[src/rtl/updown_mod_counter.sv]
// Up/down modulo counter with wrap or saturate behaviour at the range bounds.
// cnt and wrap are registered; tc is a combinational look-ahead of the boundary step.
module updown_mod_counter #(
  parameter int N        = 8,
  parameter int MODULUS  = 2**N,
  parameter bit SATURATE = 1'b0
) (
  input  logic         clock,
  input  logic         reset_n,
  input  logic         enable,
  input  logic         up,
  input  logic         clear,
  input  logic         load,
  input  logic [N-1:0] load_value,
  output logic [N-1:0] cnt,
  output logic         tc,
  output logic         wrap
);

  // MODULUS may equal 2**N, so the top of range is formed in N bits directly.
  localparam logic [N-1:0] CNT_MAX = N'(MODULUS - 1);
  localparam logic [N-1:0] CNT_ONE = N'(1);

  logic [N-1:0] r_cnt;
  logic         r_wrap;
  logic [N-1:0] w_cnt_nxt;
  logic         w_wrap_nxt;
  logic         w_at_max;
  logic         w_at_min;
  logic         w_bound;

  function automatic logic [N-1:0] clamp_load(input logic [N-1:0] v);
    return (v > CNT_MAX) ? CNT_MAX : v;
  endfunction

  assign w_at_max = (r_cnt == CNT_MAX);
  assign w_at_min = (r_cnt == '0);
  assign w_bound  = enable & ((up & w_at_max) | (~up & w_at_min));

  always_comb begin
    w_cnt_nxt  = r_cnt;
    w_wrap_nxt = 1'b0;
    if (clear) begin
      w_cnt_nxt = '0;
    end else if (load) begin
      w_cnt_nxt = clamp_load(load_value);
    end else if (enable) begin
      if (w_bound) begin
        // Boundary step: saturate holds the bound, wrap jumps to the other end.
        w_wrap_nxt = 1'b1;
        if (!SATURATE) begin
          w_cnt_nxt = up ? '0 : CNT_MAX;
        end
      end else begin
        w_cnt_nxt = up ? (r_cnt + CNT_ONE) : (r_cnt - CNT_ONE);
      end
    end
  end

  always_ff @(posedge clock or negedge reset_n) begin
    if (!reset_n) begin
      r_cnt  <= '0;
      r_wrap <= 1'b0;
    end else begin
      r_cnt  <= w_cnt_nxt;
      r_wrap <= w_wrap_nxt;
    end
  end

  assign cnt  = r_cnt;
  assign wrap = r_wrap;
  assign tc   = w_bound;

endmodule

[config.mk]
export PLATFORM = sky130hd
export DESIGN_NAME = updown_mod_counter
export DESIGN_NICKNAME = d
export VERILOG_FILES = /design/src/rtl/updown_mod_counter.sv
export SDC_FILE = /design/constraint.sdc
export NUM_CORES = 1
export LEC_CHECK = 0
export CAP_MARGIN = 20
export CORE_UTILIZATION = 49
export DETAILED_ROUTE_END_ITERATION = 16
export PLACE_DENSITY = 0.85
export SYNTH_ARGS = -nofsm -noshare
export SYNTH_HDL_FRONTEND = slang
export SYNTH_SLANG_ARGS = --single-unit
[constraint.sdc]
create_clock -name clock -period 3.1 [get_ports clock]
set_input_delay 0.31 -clock clock [delete_from_list [all_inputs] [get_ports clock]]
set_output_delay 0.31 -clock clock [all_outputs]
set_load 0.05 [all_outputs]
==> impl_metrics.tcl <==
set metrics [dict create \
    pwr-share-comb 0.453 \
    p_per_area_nw_per_um2 416.2 \
    max_freq_mhz 375.3 \
    syn_inst 99 \
    antenna_left 0 \
    cpPeakStageDelay_ns 0.79 \
    h-tree-depth 1 \
    tightest_slew_ns 0.5626 \
    post_cts_buffers 0 \
    syn_area_per_cell_um2 8.063 \
    clockBufferDepth 2 \
    status "finished clean" \
    final_common_cell "clkdlybuf4s50_1" \
    setup_violations 0 \
    hold_violations 0 \
    syn_area_um2 798.3 \
    path_class "in -> out" \
    vdd.ir_drop.worst_mv 0.2649 \
    cts_buffers 3 \
    p_sw_frac 0.4013 \
    drt_iter0_markers 41 \
    drive_above_1_share 0.04098 \
    clockPowerShare 0.212 \
    dpl.hpwl_um 1579 \
    num_vias 845 \
    cts.sinks 9 \
    postRouteWirelength_um 2076 \
    multi_input_area_um2 530.5 \
    fillers 134 \
    diodes 0 \
    seqPwrFrac 0.335 \
    place_area_um2 1028 \
    gp_congestion 0.8277 \
    ys_ff_latch 9 \
    clkLatencyLatePin_ns 0.26 \
    syn2layout_area_growth_pct 32.13 \
    p_int_uw 262.8 \
    timing.rr.start "cnt[1]$_DFFE_PN0P_" \
    max_slew_margin 0.6237 \
    crit_buf_inv 3 \
    required_ns 2.79 \
    cts_resized 0 \
    place.port_buffers 23 \
    finalSetupTns_ns 0 \
    yosys.cell_types.count 32 \
    ys_seq_area_frac 0.2821 \
    grt_pass1_wl_um 3670 \
    fin_crit_sh 0.8596 \
    cp.arrival_ns 2.35 \
    post-route-util 0.7002 \
    remaining_drc_errors 0 \
    grt_pass1_vias 798 \
    antenna_found_initial 0 \
    clockRootBuffer "clkbuf_4" \
    hp-class "in -> async" \
    wl_per_cell_um 15.04 \
    die_x_um 42.36 \
    globalRoute.totalOverflow 0 \
    drv_slew 0 \
    start_util 0.5299 \
    cp_max_fo 10 \
    nNetsFinal 144 \
    path_clk_slew_ns 0.06 \
    firstDrtPassIters 4 \
    core_um2 1506 \
    ys_warn_count 0 \
    fin_skew_ns 0.0001967 \
    maxCapViolCount 0 \
    rows 14 \
    grt_max_degree 18 \
    cts_tree "built" \
    die-area_um2 1794 \
    grt.total_usage 0.2722 \
    regArea_um2 225.2 \
    ff2ff_setup_slack_ns 1.10 \
    r2r_end "cnt[7]$_DFFE_PN0P_" \
    cp-start-kind "input port" \
    finalCriticalPeriod_ns 2.665 \
    synth_nets 120 \
    die_h_um 42.36 \
    crit_top_cell "clkdlybuf4s50_1" \
    reg2regPathDepth 7 \
    most-common-layout-cells "clkdlybuf4s50_1 (23), a21oi_1 (14), dfrtp_1 (9)" \
    crit_family "buffers and inverters" \
    switching_power_uw 176.2 \
    p_total_uw 439.0 \
    slowest_stage "clkdlybuf4s50_1" \
    stdcell_area_um2 1055 \
    p_leak_uw 0.0004631 \
    viasPerCell 6.123 \
    ctsHoldBuffers 0 \
    end_kind "output pin" \
    io_pins 24 \
    crit_chain "clkdlybuf4s50_1 -> nand2_1 -> nor3_1 -> nor2b_1 -> inv_1 -> clkdlybuf4s50_1" \
    rsz0062_at_grt "no" \
]
[power by group through the flow]
stage	clock [uW]	sequential [uW]	combinational (uW)
after detailed placement	0	148	199
after floorplan	0	181	99.3
after global routing	104	149	217
after global placement	0	148	193
final	93.1	147	199
after CTS	96.8	146	199
[metal layers]
metal / wire, um / global-route usage
met5: 0 / 0
met4: 46 / 0.1125
met3: 127 / 0.03879
met2: 979 / 0.4338
met1: 922 / 0.3689
[worst register-to-register path: stages, from the launching register on]
cell and delay [ns]:
dfrtp_1 0.45, ha_1 0.30, a21o_2 0.22, o21ai_0 0.23, o21bai_1 0.13, xor2_1 0.16
a21o_1 0.19, a41o_1 0.23
[flip-flops by register name, indices dropped and copies added, names as in the netlist]
name	count
cnt	8
wrap	1
[cells by family after synthesis]
logic type               synth area share
AO/OA/AOI/OAI                      0.2712
XOR/XNOR                          0.05487
adder cells (fa/ha/maj)            0.1191
buffers and inverters             0.05328
flip-flops                         0.2821
AND/OR/NAND/NOR                    0.2195
[worst max-delay path by stage]
| stage | from | end | slack [ns] | cells after the start |
|---|---|---|---|---|
| global placement | enable | tc | 0.45 | 6 |
| CTS | enable | tc | 0.45 | 6 |
| global route | enable | tc | 0.35 | 6 |
| detailed placement | enable | tc | 0.46 | 6 |
| finish | enable | tc | 0.44 | 6 |
| floorplan | cnt[1]$_DFFE_PN0P_ | cnt[7]$_DFFE_PN0P_ | 0.93 | 7 |
[cells in the mapped netlist, drive strengths merged]
| master | number | share of area |
|---|---|---|
| o21bai | 1 | 0.0094 |
| nor2 | 8 | 0.038 |
| nand2b | 1 | 0.0078 |
| a21oi | 14 | 0.088 |
| o211a | 1 | 0.013 |
| nor2b | 4 | 0.031 |
| o31a | 1 | 0.011 |
| a41o | 1 | 0.013 |
| nand2 | 7 | 0.033 |
| o21a | 1 | 0.0094 |
| nor4 | 3 | 0.024 |
| nand3 | 2 | 0.013 |
| nor3b | 1 | 0.0094 |
| o211ai | 1 | 0.0094 |
| fa | 1 | 0.025 |
| nor3 | 5 | 0.031 |
| o31ai | 4 | 0.038 |
| a21o | 3 | 0.030 |
| inv | 4 | 0.019 |
| o21ai | 5 | 0.031 |
| xor2 | 2 | 0.022 |
| nand4 | 3 | 0.024 |
| a32oi | 1 | 0.011 |
| a22oi | 1 | 0.0094 |
| clkbuf | 3 | 0.014 |
| buf | 2 | 0.020 |
| ha | 6 | 0.094 |
| dfrtp | 9 | 0.28 |
| xnor2 | 3 | 0.033 |
| or2b | 1 | 0.0094 |
[cell type report]
type                            count  area share
Multi-Input combinational cell     81      0.5030
Timing Repair Buffer               24      0.2254
Sequential cell                     9      0.2135
Tap cell                           16     0.01898
Inverter                            4     0.01423
Clock buffer                        4     0.02491
[per-stage QoR]
step,hold WS (ns),setup slack [ns],instances
after detailed placement,0.5774,0.4562,134
after global routing,0.4001,0.3501,138
after CTS,0.3619,0.4487,138
final,0.3589,0.4352,138
after global placement,0.5714,0.4469,134
after floorplan,0.01441,0.9300,99
Power figures use the tool's default switching activity.
